--- src/rtl/xeng_bl_sched_if.sv ---
// Control/status bundle between the X-engine baseline sequencer and its surroundings.
// master drives the requests and backpressure; slave is the sequencer.
interface xeng_bl_sched_if #(
  parameter int ACC_BITS = 16
);
  logic                arm;
  logic [ACC_BITS-1:0] acc_len;
  logic                spec_rdy;
  logic                hold;
  logic                bl_sync;
  logic                bl_en;
  logic                spec_ack;
  logic                acc_first;
  logic                acc_last;
  logic                dump;
  logic [ACC_BITS-1:0] win_cnt;
  logic                busy;
  logic                rearm_err;

  modport master (
    output arm, acc_len, spec_rdy, hold,
    input  bl_sync, bl_en, spec_ack, acc_first, acc_last, dump, win_cnt, busy, rearm_err
  );

  modport slave (
    input  arm, acc_len, spec_rdy, hold,
    output bl_sync, bl_en, spec_ack, acc_first, acc_last, dump, win_cnt, busy, rearm_err
  );
endinterface

--- src/rtl/xeng_bl_sched.sv ---
// Sequences one full baseline pass of the order generator per buffered spectrum and
// frames accumulation windows of acc_len spectra. Every output is a flop.
module xeng_bl_sched #(
  parameter int N_ANTS   = 16,
  parameter int ACC_BITS = 16
) (
  input logic            clk,
  input logic            rst,
  xeng_bl_sched_if.slave bus
);
  localparam int PASS_LEN = N_ANTS * (N_ANTS / 2 + 1);
  localparam int PW       = $clog2(PASS_LEN);

  typedef logic [PW-1:0]       pass_t;
  typedef logic [ACC_BITS-1:0] acc_t;

  localparam pass_t PASS_LAST = pass_t'(PASS_LEN - 1);
  localparam pass_t PASS_ONE  = pass_t'(1);
  localparam acc_t  ONE       = acc_t'(1);

  typedef enum logic [1:0] {IDLE, SYNC, WAIT, RUN} state_t;

  state_t state, state_nx;
  pass_t  pass_cnt, pass_nx;
  acc_t   spec_cnt, spec_nx, win_q, win_nx, len_q, len_nx;
  logic   en_nx, err_nx, last_beat;
  logic   sync_d, ack_d, first_d, last_d, dump_d, busy_d;

  logic   bl_sync_q, bl_en_q, spec_ack_q, acc_first_q, acc_last_q, dump_q, busy_q, err_q;

  always_ff @(posedge clk) begin
    if (rst) state <= IDLE;
    else     state <= state_nx;
  end

  // Next state and next counter values. en_nx is bl_en for the coming cycle, so the
  // registered flags below are all derived from next-cycle quantities.
  always_comb begin
    state_nx  = state;
    pass_nx   = pass_cnt;
    spec_nx   = spec_cnt;
    win_nx    = win_q;
    len_nx    = len_q;
    en_nx     = 1'b0;
    err_nx    = err_q;
    last_beat = bl_en_q && (pass_cnt == PASS_LAST);
    unique case (state)
      IDLE: if (bus.arm) state_nx = SYNC;
      SYNC: state_nx = WAIT;
      WAIT: begin
        if (bus.arm) state_nx = SYNC;
        else if (bus.spec_rdy && !bus.hold) begin
          state_nx = RUN;
          en_nx    = 1'b1;
          if (spec_cnt == '0) len_nx = (bus.acc_len == '0) ? ONE : bus.acc_len;
        end
      end
      RUN: begin
        if (bus.arm) state_nx = SYNC;
        else if (last_beat) begin
          state_nx = WAIT;
          pass_nx  = '0;
          if (spec_cnt == len_q - ONE) begin
            spec_nx = '0;
            win_nx  = win_q + ONE;
          end else begin
            spec_nx = spec_cnt + ONE;
          end
        end else begin
          if (bl_en_q) pass_nx = pass_cnt + PASS_ONE;
          en_nx = !bus.hold;
        end
      end
      default: state_nx = IDLE;
    endcase
    if (bus.arm && (state == RUN || (state == WAIT && spec_cnt != '0))) err_nx = 1'b1;
    // Any (re)sync drops the partial pass/window, so win_cnt reads 0 alongside bl_sync.
    if (state_nx == SYNC || state == SYNC) begin
      pass_nx = '0;
      spec_nx = '0;
      win_nx  = '0;
    end
  end

  always_comb begin
    sync_d  = (state_nx == SYNC);
    busy_d  = (state_nx != IDLE);
    first_d = en_nx && (spec_nx == '0);
    last_d  = en_nx && (spec_nx == len_nx - ONE);
    ack_d   = en_nx && (pass_nx == PASS_LAST);
    dump_d  = ack_d && (spec_nx == len_nx - ONE);
  end

  always_ff @(posedge clk) begin
    if (rst) begin
      pass_cnt <= '0;
      spec_cnt <= '0;
      win_q    <= '0;
      len_q    <= '0;
    end else begin
      pass_cnt <= pass_nx;
      spec_cnt <= spec_nx;
      win_q    <= win_nx;
      len_q    <= len_nx;
    end
  end

  always_ff @(posedge clk) begin
    if (rst) begin
      bl_sync_q   <= 1'b0;
      bl_en_q     <= 1'b0;
      spec_ack_q  <= 1'b0;
      acc_first_q <= 1'b0;
      acc_last_q  <= 1'b0;
      dump_q      <= 1'b0;
      busy_q      <= 1'b0;
      err_q       <= 1'b0;
    end else begin
      bl_sync_q   <= sync_d;
      bl_en_q     <= en_nx;
      spec_ack_q  <= ack_d;
      acc_first_q <= first_d;
      acc_last_q  <= last_d;
      dump_q      <= dump_d;
      busy_q      <= busy_d;
      err_q       <= err_nx;
    end
  end

  assign bus.bl_sync   = bl_sync_q;
  assign bus.bl_en     = bl_en_q;
  assign bus.spec_ack  = spec_ack_q;
  assign bus.acc_first = acc_first_q;
  assign bus.acc_last  = acc_last_q;
  assign bus.dump      = dump_q;
  assign bus.win_cnt   = win_q;
  assign bus.busy      = busy_q;
  assign bus.rearm_err = err_q;
endmodule

--- src/flat_wrapper.sv ---
// flat-port wrapper written by rule: the top's interface ports become plain ports
module xeng_bl_sched_flat 
#(
  parameter int N_ANTS   = 16,
  parameter int ACC_BITS = 16
)
  (clk, rst, bus_arm, bus_acc_len, bus_spec_rdy, bus_hold, bus_bl_sync, bus_bl_en, bus_spec_ack, bus_acc_first, bus_acc_last, bus_dump, bus_win_cnt, bus_busy, bus_rearm_err);
  xeng_bl_sched_if #(.ACC_BITS(ACC_BITS)) bus_i ();
  input logic clk;
  input logic rst;
  input wire logic [$bits(bus_i.arm)-1:0] bus_arm;
  input wire logic [$bits(bus_i.acc_len)-1:0] bus_acc_len;
  input wire logic [$bits(bus_i.spec_rdy)-1:0] bus_spec_rdy;
  input wire logic [$bits(bus_i.hold)-1:0] bus_hold;
  output wire logic [$bits(bus_i.bl_sync)-1:0] bus_bl_sync;
  output wire logic [$bits(bus_i.bl_en)-1:0] bus_bl_en;
  output wire logic [$bits(bus_i.spec_ack)-1:0] bus_spec_ack;
  output wire logic [$bits(bus_i.acc_first)-1:0] bus_acc_first;
  output wire logic [$bits(bus_i.acc_last)-1:0] bus_acc_last;
  output wire logic [$bits(bus_i.dump)-1:0] bus_dump;
  output wire logic [$bits(bus_i.win_cnt)-1:0] bus_win_cnt;
  output wire logic [$bits(bus_i.busy)-1:0] bus_busy;
  output wire logic [$bits(bus_i.rearm_err)-1:0] bus_rearm_err;
  assign bus_i.arm = bus_arm;
  assign bus_i.acc_len = bus_acc_len;
  assign bus_i.spec_rdy = bus_spec_rdy;
  assign bus_i.hold = bus_hold;
  assign bus_bl_sync = bus_i.bl_sync;
  assign bus_bl_en = bus_i.bl_en;
  assign bus_spec_ack = bus_i.spec_ack;
  assign bus_acc_first = bus_i.acc_first;
  assign bus_acc_last = bus_i.acc_last;
  assign bus_dump = bus_i.dump;
  assign bus_win_cnt = bus_i.win_cnt;
  assign bus_busy = bus_i.busy;
  assign bus_rearm_err = bus_i.rearm_err;
  xeng_bl_sched #(.N_ANTS(N_ANTS), .ACC_BITS(ACC_BITS)) u_core (.clk(clk), .rst(rst), .bus(bus_i));
endmodule
--- config.mk ---
export PLATFORM = sky130hd
export DESIGN_NAME = xeng_bl_sched_flat
export DESIGN_NICKNAME = d
export VERILOG_FILES = /design/src/rtl/xeng_bl_sched_if.sv /design/src/rtl/xeng_bl_sched.sv /design/src/flat_wrapper.sv
export SDC_FILE = /design/constraint.sdc
export NUM_CORES = 1
export LEC_CHECK = 0
export BUFFER_PORTS_ARGS = -buffer_cell sky130_fd_sc_hd__buf_2
export CAP_MARGIN = 20
export CORE_ASPECT_RATIO = 0.5
export CORE_MARGIN = 1
export CORE_UTILIZATION = 45
export DETAILED_ROUTE_END_ITERATION = 10
export PLACE_DENSITY = 0.74
export SLEW_MARGIN = 20
export SYNTH_ARGS = -nofsm -noshare
export SYNTH_HDL_FRONTEND = slang
export SYNTH_SLANG_ARGS = --single-unit
--- constraint.sdc ---
create_clock -name clk -period 10.5 [get_ports clk]
set_clock_uncertainty 0.1 [all_clocks]
set_input_delay 1.575 -clock clk [delete_from_list [all_inputs] [get_ports clk]]
set_output_delay 1.575 -clock clk [all_outputs]
set_load 0.1 [all_outputs]
==> results of run 1 <==
## routing by layer
layer,vias up,share of wire,global-route usage
li1,2141,-,-
met1,2007,0.48,0.330
met2,172,0.43,0.406
met3,15,0.072,0.0689
met4,0,0.016,0.0830
met5,-,0,0
## logic make-up after synthesis
family	synth area share
xor+xnor	0.145
buf+inv	0.0393
flops	0.290
mux	0.0203
simple gates	0.352
compound gates	0.137
fa+ha+maj	0.0165
## power groups by stage
stage          Combinational (mW)  Clock, mW  Sequential, mW
2_1_floorplan              0.0376          0           0.265
3_3_place_gp               0.0569          0           0.261
3_5_place_dp               0.0578          0           0.261
4_1_cts                    0.0580      0.317           0.255
5_1_grt                    0.0642      0.326           0.256
6_report                   0.0588      0.311           0.255
## final cells by class
class	count	area, um^2	share of cell area
timing repair buffer	45	228	0.0445
clock buffer	9	225	0.0440
inverter	13	48.8	0.00953
multi-input combinational	476	3050	0.596
clock inverter	7	77.6	0.0151
sequential	66	1320	0.258
tap	135	169	0.0330
## final timing paths
path                    startpoint               endpoint  slack (ns)
max                       bus_hold        u_core.bus.dump        4.31
min          u_core.bus.win_cnt[4]  u_core.bus.win_cnt[4]        0.40
min reg2reg  u_core.bus.win_cnt[4]  u_core.bus.win_cnt[4]        0.40
max reg2reg     u_core.spec_cnt[1]        u_core.bus.dump        5.12
## registers in the layout (all words and copies together) (netlist names)
name                  count
u_core.bus.busy           1
u_core.bus.win_cnt       16
u_core.bus.bl_en          1
u_core.pass_cnt           8
u_core.bus.rearm_err      1
u_core.bus.bl_sync        1
u_core.bus.dump           1
u_core.bus.spec_ack       1
u_core.spec_cnt          16
u_core.len_q             16
u_core.bus.acc_first      1
u_core.bus.acc_last       1
u_core.state              2
## metrics by stage
step / hold WS [ns] / cells / total power, mW
4_1_cts: 0.398 / 751 / 0.631
6_report: 0.402 / 751 / 0.625
2_1_floorplan: 0.365 / 584 / 0.303
3_5_place_dp: 0.386 / 735 / 0.319
3_3_place_gp: 0.386 / 735 / 0.318
5_1_grt: 0.434 / 751 / 0.646
## cells in the final DEF (no fill, tap or decap), types with 9 or more instances in the layout
cell,instances
sky130_fd_sc_hd__a21oi_1,32
sky130_fd_sc_hd__buf_2,44
sky130_fd_sc_hd__nand2_1,67
sky130_fd_sc_hd__inv_1,13
sky130_fd_sc_hd__nand4_1,10
sky130_fd_sc_hd__clkbuf_16,9
sky130_fd_sc_hd__nor3_1,20
sky130_fd_sc_hd__and3_1,11
sky130_fd_sc_hd__nor4_1,13
sky130_fd_sc_hd__dfxtp_1,66
sky130_fd_sc_hd__nor2_1,63
sky130_fd_sc_hd__o21ai_0,17
sky130_fd_sc_hd__or3_1,9
sky130_fd_sc_hd__xnor2_1,27
sky130_fd_sc_hd__xor2_1,43
sky130_fd_sc_hd__nand3_1,33
## critical path: cells and delay by family
kind / cells / cell delay (ns)
adder cells (fa/ha/maj): 1 / 0.28
AND/OR/NAND/NOR: 10 / 3.28
AO/OA/AOI/OAI: 4 / 0.92
XOR/XNOR: 1 / 0.19
buffers and inverters: 1 / 0.11
==> impl_metrics.py, run 1 <==
metrics = {
    "placed_design": {
        "dpl.hpwl_mm": 9.26,
        "routability_congestion_estimate_from_global_placement": 0.883,
        "portBuffers": 44,
        "detailedPlace.worstSlack_ns": 4.07,
        "detailed_place.area_mm2": 0.00482,
    },
    "synthesis": {
        "number_of_nets_produced_by_synthesis": 611,
        "ys_ff_latch": 66,
        "top_area_cell_type_share_of_the_netlist_area": 0.290,
        "netlist_area_mm2": 0.00455,
        "synthMostInstantiatedCell": "sky130_fd_sc_hd__nand2_1",
        "async_flop_share": 0,
        "yosys_warnings": 0,
        "synth_edf_count": 0,
        "syn-instance-count": 584,
        "unique_masters_post_synth": 64,
        "synth_top_cells_by_count": "sky130_fd_sc_hd__nand2_1, sky130_fd_sc_hd__dfxtp_1, sky130_fd_sc_hd__nor2_1",
        "synth.yosys.seq_area_share": 0.290,
        "synthFlopType": "sky130_fd_sc_hd__dfxtp_1",
        "synth.avg_cell_area_um2": 7.80,
        "synth.top_cells.by_area": "sky130_fd_sc_hd__dfxtp_1, sky130_fd_sc_hd__xor2_1, sky130_fd_sc_hd__nand2_1",
        "yosys.area.top_type": "sky130_fd_sc_hd__dfxtp_1",
    },
    "outcome": {
        "run_status": "complete, no violations",
    },
    "clock_tree": {
        "htree_num_levels": 3,
        "cts_hold_buffers": 0,
        "master_cell_of_the_clock_root_buffer": "sky130_fd_sc_hd__clkbuf_16",
        "worstSkewPairLatency_ns": 0.34,
        "cts_num_sinks": 66,
        "clkTransAtPathRegs_ns": 0.06,
        "cts.repair_timing.setup_buffer_count": 0,
        "post_cts_resized": 0,
        "clock_path_buffers": 2,
        "cts_tree": "done",
        "cts_inserted_buffers": 9,
    },
    "timing": {
        "worst_pin_slew_ns": 1.03,
        "grt_setup_unrepaired": "false",
        "final_max_slew_viol_count": 0,
        "period_needed_ns": 6.19,
        "max_slew_margin": 0.306,
        "fin_crit_sh": 0.589,
        "fmax_mhz": 162,
        "hold_violations": 0,
        "layout_setup_ws_ns": 4.31,
        "setup_total_negative_slack_ns": 0,
        "setup-violations-final": 0,
    },
    "power": {
        "power.net_switching_uw": 166,
        "internal_power_uw": 459,
        "power.combinational.fraction": 0.094,
        "swShare": 0.266,
        "static_leakage_nw": 2.06,
        "clock_power_share": 0.497,
        "vdd_ir_drop_max_mv": 0.0843,
        "p_seq_frac": 0.409,
        "pwr_density_cell_mw_per_mm2": 122,
    },
    "die": {
        "core.rowCount": 25,
        "die_width_um": 144,
        "floorplan.io_pins": 45,
        "dieArea_mm2": 0.0105,
        "die_h_um": 73.1,
        "starting_density_of_the_core": 0.473,
        "coreArea_mm2": 0.00963,
    },
    "setup_path": {
        "cp.required_ns": 10.67,
        "critical_path.max_stage_delay_ns": 0.72,
        "crit_path_frequent_cell": "sky130_fd_sc_hd__nor3b_1",
        "critical_path_class": "input pin to flop",
        "worst_path_cell_chain": "buf_2 > nor3b_1 > nor2b_1 > and2_1 > o21ai_0 > o22ai_1 > ha_1 > nor3b_1 > nand4_1 > xor2_1 > nand2_1 > and3_1 > nor4b_2 > o21bai_1 > o211ai_1 > nand4_1 > nor3b_1",
        "worst_ep_arrival_time_ns": 6.36,
        "crit_slowest_cell": "sky130_fd_sc_hd__and2_1",
        "critical_path_launch_point_type": "input pin",
        "worstRegToRegCells": 18,
        "timing.critical_path.to_type": "flop",
        "critPathMaxFanout": 25,
    },
    "layout": {
        "syn2layout_area_growth_pct": 12.5,
        "utilization": 0.532,
        "finish.net_count": 638,
        "final_design_area_no_fill_mm2": 0.00512,
        "post_route_cells_drive_above_1_share": 0.130,
        "antennaDiodeCount": 0,
        "fill_cells": 928,
    },
    "global_routing": {
        "grt_use_total": 0.253,
        "overflow": 0,
        "via_count_of_the_first_global_routing_pass": 3994,
        "grt_start_max_net_pins": 26,
        "grt_pass1_wl_mm": 20.2,
        "grt_antenna_before_repair": 0,
    },
    "run": {
        "max-cap-violations": 0,
    },
    "routing": {
        "avgViaCountPerCell": 5.77,
        "overall_routed_net_length_mm": 12.4,
        "vias": 4335,
        "drtPass1Iterations": 7,
        "remaining_drc_errors": 0,
        "drt_iter0_drc": 391,
        "postRouteAntennaNets": 0,
        "wire_per_inst_um": 16.5,
    },
    "worst_hold_path": {
        "worstHoldPathType": "flop to flop",
        "hold_depth": 2,
    },
}
(Power assumes the default switching activity.)
==> inputs of run 2 (changes only) <==
==> constraint.sdc (replaced) <==
create_clock -name clk -period 6.4 [get_ports clk]
set_clock_uncertainty 0.1 [all_clocks]
set_input_delay 0.96 -clock clk [delete_from_list [all_inputs] [get_ports clk]]
set_output_delay 0.96 -clock clk [all_outputs]
set_load 0.1 [all_outputs]
==> impl_metrics.py, run 2 (synthesized netlist as in run 1, its figures left out) <==
metrics = {
    "timing": {
        "worst_pin_slew_ns": 0.941,
        "setup-violations-final": 0,
        "fmax_mhz": 191,
        "period_needed_ns": 5.23,
        "hold_violations": 0,
        "max_slew_margin": 0.371,
        "setup_total_negative_slack_ns": 0,
        "grt_setup_unrepaired": "false",
        "final_max_slew_viol_count": 0,
        "fin_crit_sh": 0.818,
    },
    "die": {
        "core.rowCount": 25,
        "coreArea_mm2": 0.00963,
        "die_width_um": 144,
        "starting_density_of_the_core": 0.473,
        "die_h_um": 73.1,
        "floorplan.io_pins": 45,
        "dieArea_mm2": 0.0105,
    },
    "placed_design": {
        "routability_congestion_estimate_from_global_placement": 0.882,
        "portBuffers": 44,
        "dpl.hpwl_mm": 9.41,
    },
    "clock_tree": {
        "worstSkewPairLatency_ns": 0.34,
        "cts.repair_timing.setup_buffer_count": 0,
        "clkTransAtPathRegs_ns": 0.06,
        "cts_num_sinks": 66,
        "clock_path_buffers": 2,
        "cts_hold_buffers": 0,
        "post_cts_resized": 0,
        "htree_num_levels": 3,
        "cts_tree": "done",
        "master_cell_of_the_clock_root_buffer": "sky130_fd_sc_hd__clkbuf_16",
        "cts_inserted_buffers": 9,
    },
    "power": {
        "static_leakage_nw": 2.05,
        "p_seq_frac": 0.411,
        "power.net_switching_uw": 270,
        "clock_power_share": 0.493,
        "power.combinational.fraction": 0.096,
        "vdd_ir_drop_max_mv": 0.131,
        "design_power_total_mw": 1.02,
        "internal_power_uw": 752,
        "swShare": 0.264,
        "pwr_density_cell_mw_per_mm2": 199,
    },
    "setup_path": {
        "critical_path_launch_point_type": "input pin",
        "crit-reg2reg-capture": "u_core.bus.dump",
        "worstRegToRegCells": 19,
        "critical_path.max_stage_delay_ns": 0.51,
        "crit_slowest_cell": "sky130_fd_sc_hd__nor3b_1",
        "cpLargestDelayFamily": "simple AND/OR/NAND/NOR gates",
        "crit_cells": 18,
        "timing.critical_path.buf_inv": 2,
        "worst_path_cell_chain": "buf_2 > nor3b_1 > nor2b_1 > and2_1 > buf_4 > o21ai_0 > o22ai_1 > ha_1 > nor3b_1 > and4bb_2 > xnor2_1 > nand2_1 > nand3_1 > nor4b_2 > o21bai_1 > o211ai_1 > nand4_1 > nor3b_1",
        "timing.critical_path.to_type": "flop",
        "rrSetupSlack_ns": 1.29,
        "critical_path_class": "input pin to flop",
        "critPathMaxFanout": 25,
        "cp.required_ns": 6.56,
        "worst_ep_arrival_time_ns": 5.39,
        "timing.critical_path.from": "bus_hold",
        "r2r_start": "u_core.spec_cnt[1]",
        "crit_path_frequent_cell": "sky130_fd_sc_hd__nor3b_1",
    },
    "global_routing": {
        "overflow": 0,
        "grt_pass1_wl_mm": 20.2,
        "grt_start_max_net_pins": 26,
        "grt_antenna_before_repair": 0,
        "grt_use_total": 0.254,
        "via_count_of_the_first_global_routing_pass": 4058,
    },
    "routing": {
        "postRouteAntennaNets": 0,
        "vias": 4474,
        "overall_routed_net_length_mm": 12.7,
        "avgViaCountPerCell": 5.96,
        "drtPass1Iterations": 5,
        "remaining_drc_errors": 0,
        "wire_per_inst_um": 16.9,
        "drt_iter0_drc": 325,
    },
    "worst_hold_path": {
        "worstHoldEndpoint": "u_core.bus.rearm_err",
        "min-delay-start": "u_core.bus.rearm_err",
        "hold_depth": 2,
        "worstHoldPathType": "flop to flop",
    },
    "layout": {
        "syn2layout_area_growth_pct": 12.6,
        "finish.net_count": 638,
        "layout.cells.most_common": "sky130_fd_sc_hd__nand2_1",
        "antennaDiodeCount": 0,
        "post_route_cells_drive_above_1_share": 0.130,
        "fill_cells": 940,
        "layout.cells.most_common_list": "sky130_fd_sc_hd__nand2_1, sky130_fd_sc_hd__dfxtp_1, sky130_fd_sc_hd__nor2_1, sky130_fd_sc_hd__buf_2, sky130_fd_sc_hd__xor2_1",
    },
    "outcome": {
        "run_status": "complete, no violations",
    },
    "run": {
        "max-cap-violations": 0,
    },
}
[run 2: changes by cell type in the layout (fill, tap and decap cells not counted), sizes merged]
cell	before	now
clkinvlp	1	2
clkinv	3	2
[run 2: through the flow]
step | instances | hold WS [ns] | instance area [um^2] | setup WS [ns] | utilization
floorplan | 584 | 0.365 | 4550 | 1.85 | -
global placement | 735 | 0.386 | 4820 | 1.26 | 0.500
detailed placement | 735 | 0.392 | 4820 | 1.06 | 0.500
CTS | 751 | 0.405 | 5120 | 1.37 | 0.532
global route | 751 | 0.442 | 5130 | 0.873 | 0.532
finish | 751 | 0.390 | 5130 | 1.17 | 0.532
[run 2: metal layers]
metal | part of all wire | vias to the layer above | GRT usage
li1 | - | 2140 | -
met1 | 0.46 | 2097 | 0.329
met2 | 0.43 | 203 | 0.401
met3 | 0.081 | 34 | 0.0702
met4 | 0.025 | 0 | 0.102
met5 | 0 | - | 0
[run 2: worst reg2reg max path, stage by stage, from the launching register on]
cell and delay [ns]:
sky130_fd_sc_hd__dfxtp_1 0.35, sky130_fd_sc_hd__inv_1 0.10, sky130_fd_sc_hd__ha_1 0.19, sky130_fd_sc_hd__nor4b_1 0.28
sky130_fd_sc_hd__and4_1 0.39, sky130_fd_sc_hd__and2_1 0.16, sky130_fd_sc_hd__buf_4 0.25, sky130_fd_sc_hd__o21ai_0 0.19
sky130_fd_sc_hd__o22ai_1 0.35, sky130_fd_sc_hd__ha_1 0.30, sky130_fd_sc_hd__nor3b_1 0.51, sky130_fd_sc_hd__and4bb_2 0.31
sky130_fd_sc_hd__xnor2_1 0.13, sky130_fd_sc_hd__nand2_1 0.13, sky130_fd_sc_hd__nand3_1 0.16, sky130_fd_sc_hd__nor4b_2 0.35
sky130_fd_sc_hd__o21bai_1 0.11, sky130_fd_sc_hd__o211ai_1 0.18, sky130_fd_sc_hd__nand4_1 0.20, sky130_fd_sc_hd__nor3b_1 0.25
[run 2: power by group through the flow]
stage | registers (mW) | clock network, mW | logic [mW]
after floorplan | 0.435 | 0 | 0.0617
after global placement | 0.428 | 0 | 0.0928
after detailed placement | 0.428 | 0 | 0.0941
after CTS | 0.419 | 0.509 | 0.0956
after global routing | 0.420 | 0.524 | 0.106
final | 0.419 | 0.503 | 0.0984
[run 2: area by class of cell]
cell class / count / area [um^2] / area share
clock inverter: 7 / 76.3 / 0.0149
inverter: 13 / 48.8 / 0.00951
tap: 135 / 169 / 0.0329
multi-input combinational: 476 / 3060 / 0.597
sequential: 66 / 1320 / 0.258
clock buffer: 9 / 225 / 0.0439
timing repair buffer: 45 / 228 / 0.0444
[run 2: how the worst max path moves through the flow]
stage / slack [ns] / endpoint
after detailed placement: 1.06 / u_core.bus.dump
final: 1.17 / u_core.bus.dump
after global placement: 1.26 / u_core.bus.dump
after CTS: 1.37 / u_core.bus.dump
after global routing: 0.87 / u_core.bus.dump
after floorplan: 1.85 / u_core.bus.dump
==> inputs of run 3 (changes only) <==
==> constraint.sdc (replaced) <==
create_clock -name clk -period 5.2 [get_ports clk]
set_clock_uncertainty 0.1 [all_clocks]
set_input_delay 0.78 -clock clk [delete_from_list [all_inputs] [get_ports clk]]
set_output_delay 0.78 -clock clk [all_outputs]
set_load 0.1 [all_outputs]
==> impl_metrics.py, run 3 (synthesized netlist as in run 1, its figures left out) <==
metrics = {
    "timing": {
        "fin_crit_sh": 0.869,
        "fmax_mhz": 221,
        "hold_ws_ns": 0.400,
        "final_max_slew_viol_count": 0,
        "max_slew_margin": 0.384,
        "setup-violations-final": 0,
        "worst_pin_slew_ns": 0.922,
        "grt_setup_unrepaired": "false",
        "hold_violations": 0,
        "period_needed_ns": 4.52,
        "setup_total_negative_slack_ns": 0,
    },
    "global_routing": {
        "grt_pass1_wl_mm": 20.3,
        "grt_use_total": 0.253,
        "overflow": 0,
        "via_count_of_the_first_global_routing_pass": 3980,
        "grt_antenna_before_repair": 0,
        "grt_start_max_net_pins": 25,
    },
    "routing": {
        "remaining_drc_errors": 0,
        "drt_iter0_drc": 438,
        "avgViaCountPerCell": 5.94,
        "overall_routed_net_length_mm": 12.6,
        "postRouteAntennaNets": 0,
        "wire_per_inst_um": 16.7,
        "vias": 4474,
        "drtPass1Iterations": 5,
    },
    "clock_tree": {
        "cts_hold_buffers": 0,
        "clkTransAtPathRegs_ns": 0.06,
        "clock_path_buffers": 2,
        "post_cts_resized": 0,
        "worstSkewPairLatency_ns": 0.34,
        "master_cell_of_the_clock_root_buffer": "sky130_fd_sc_hd__clkbuf_16",
        "htree_num_levels": 3,
        "cts.repair_timing.setup_buffer_count": 0,
        "cts_num_sinks": 66,
        "cts_inserted_buffers": 9,
        "cts_tree": "done",
    },
    "power": {
        "design_power_total_mw": 1.26,
        "vdd_ir_drop_max_mv": 0.156,
        "static_leakage_nw": 2.07,
        "pwr_density_cell_mw_per_mm2": 245,
    },
    "outcome": {
        "run_status": "complete, no violations",
    },
    "layout": {
        "layout.cells.most_common": "sky130_fd_sc_hd__nand2_1",
        "post_route_cells_drive_above_1_share": 0.133,
        "layout.cells.most_common_list": "sky130_fd_sc_hd__nand2_1, sky130_fd_sc_hd__dfxtp_1, sky130_fd_sc_hd__nor2_1, sky130_fd_sc_hd__buf_2, sky130_fd_sc_hd__xor2_1",
        "final_cell_count_no_fill": 753,
        "finish.net_count": 640,
        "antennaDiodeCount": 0,
        "final_design_area_no_fill_mm2": 0.00514,
        "syn2layout_area_growth_pct": 13.0,
    },
    "setup_path": {
        "rrSetupSlack_ns": 0.72,
        "cpLargestDelayFamily": "simple AND/OR/NAND/NOR gates",
        "timing.critical_path.to_type": "flop",
        "crit_path_frequent_cell": "sky130_fd_sc_hd__nor3b_1",
        "critical_path.max_stage_delay_ns": 0.50,
        "timing.critical_path.buf_inv": 1,
        "critical_path_launch_point_type": "input pin",
        "worst_path_cell_chain": "buf_2 > nor3b_1 > nor2b_1 > and2_1 > o21ai_0 > o22ai_1 > ha_1 > nor3b_1 > nand4_1 > xor2_1 > nand2_1 > and3_1 > nor4b_2 > o21bai_1 > o211ai_1 > nand4_1 > nor3b_1",
        "worst_ep_arrival_time_ns": 4.69,
        "critPathMaxFanout": 5,
        "cp.required_ns": 5.37,
        "critical_path_class": "input pin to flop",
        "crit_slowest_cell": "sky130_fd_sc_hd__nor3b_1",
    },
    "run": {
        "max-cap-violations": 0,
    },
    "die": {
        "die_width_um": 144,
        "core.rowCount": 25,
        "floorplan.io_pins": 45,
        "die_h_um": 73.1,
        "dieArea_mm2": 0.0105,
        "starting_density_of_the_core": 0.473,
        "coreArea_mm2": 0.00963,
    },
    "worst_hold_path": {
        "worstHoldPathType": "flop to flop",
    },
    "placed_design": {
        "dpl.hpwl_mm": 9.31,
        "detailed_place.area_mm2": 0.00483,
        "place_inst": 737,
        "portBuffers": 44,
        "routability_congestion_estimate_from_global_placement": 0.951,
    },
}
[run 3: stage by stage]
step,util,setup slack (ns)
3_3_place_gp,0.502,0.675
2_1_floorplan,-,0.834
6_report,0.534,0.679
5_1_grt,0.534,0.215
4_1_cts,0.533,0.770
3_5_place_dp,0.502,0.499
[run 3: area by class of cell]
cell class	instances	area [um^2]
Multi-Input combinational cell	476	3060
Timing Repair Buffer	47	243
Tap cell	135	169
Clock inverter	7	77.6
Clock buffer	9	225
Fill cell	937	4490
Sequential cell	66	1320
Inverter	13	48.8
[run 3: per-layer routing]
layer  routed length [um]  GRT usage  share of wire  vias up
met1                 5880      0.341           0.47     2089
met4                  290      0.101          0.023        0
met2                 5330      0.388           0.42      207
met3                 1100     0.0663          0.087       31
met5                    0          0              0        -
li1                     -          -              -     2147
[run 3: worst reg2reg max path: stages, from the launching register on]
cell	delay, ns
sky130_fd_sc_hd__dfxtp_1	0.44
sky130_fd_sc_hd__nor3b_1	0.36
sky130_fd_sc_hd__nor2b_1	0.31
sky130_fd_sc_hd__and2_1	0.21
sky130_fd_sc_hd__o21ai_0	0.13
sky130_fd_sc_hd__o22ai_1	0.33
sky130_fd_sc_hd__ha_1	0.28
sky130_fd_sc_hd__nor3b_1	0.50
sky130_fd_sc_hd__nand4_1	0.18
sky130_fd_sc_hd__xor2_1	0.19
sky130_fd_sc_hd__nand2_1	0.10
sky130_fd_sc_hd__and3_1	0.22
sky130_fd_sc_hd__nor4b_2	0.39
sky130_fd_sc_hd__o21bai_1	0.10
sky130_fd_sc_hd__o211ai_1	0.18
sky130_fd_sc_hd__nand4_1	0.18
sky130_fd_sc_hd__nor3b_1	0.21
[run 3: power by group]
group	internal, mW	switching [mW]	leakage (nW)
clock network	0.375	0.249	0.146
logic	0.0418	0.0784	1.39
registers	0.510	0.00636	0.532
total	0.926	0.334	2.07
[run 3: path summary, 6_finish.rpt]
check / startpoint / endpoint / cells after the start
max: bus_hold / u_core.bus.dump / 17
min: u_core.pass_cnt[1] / u_core.pass_cnt[1] / 2
max reg2reg: u_core.state[0] / u_core.bus.dump / 16
min reg2reg: u_core.pass_cnt[1] / u_core.pass_cnt[1] / 2
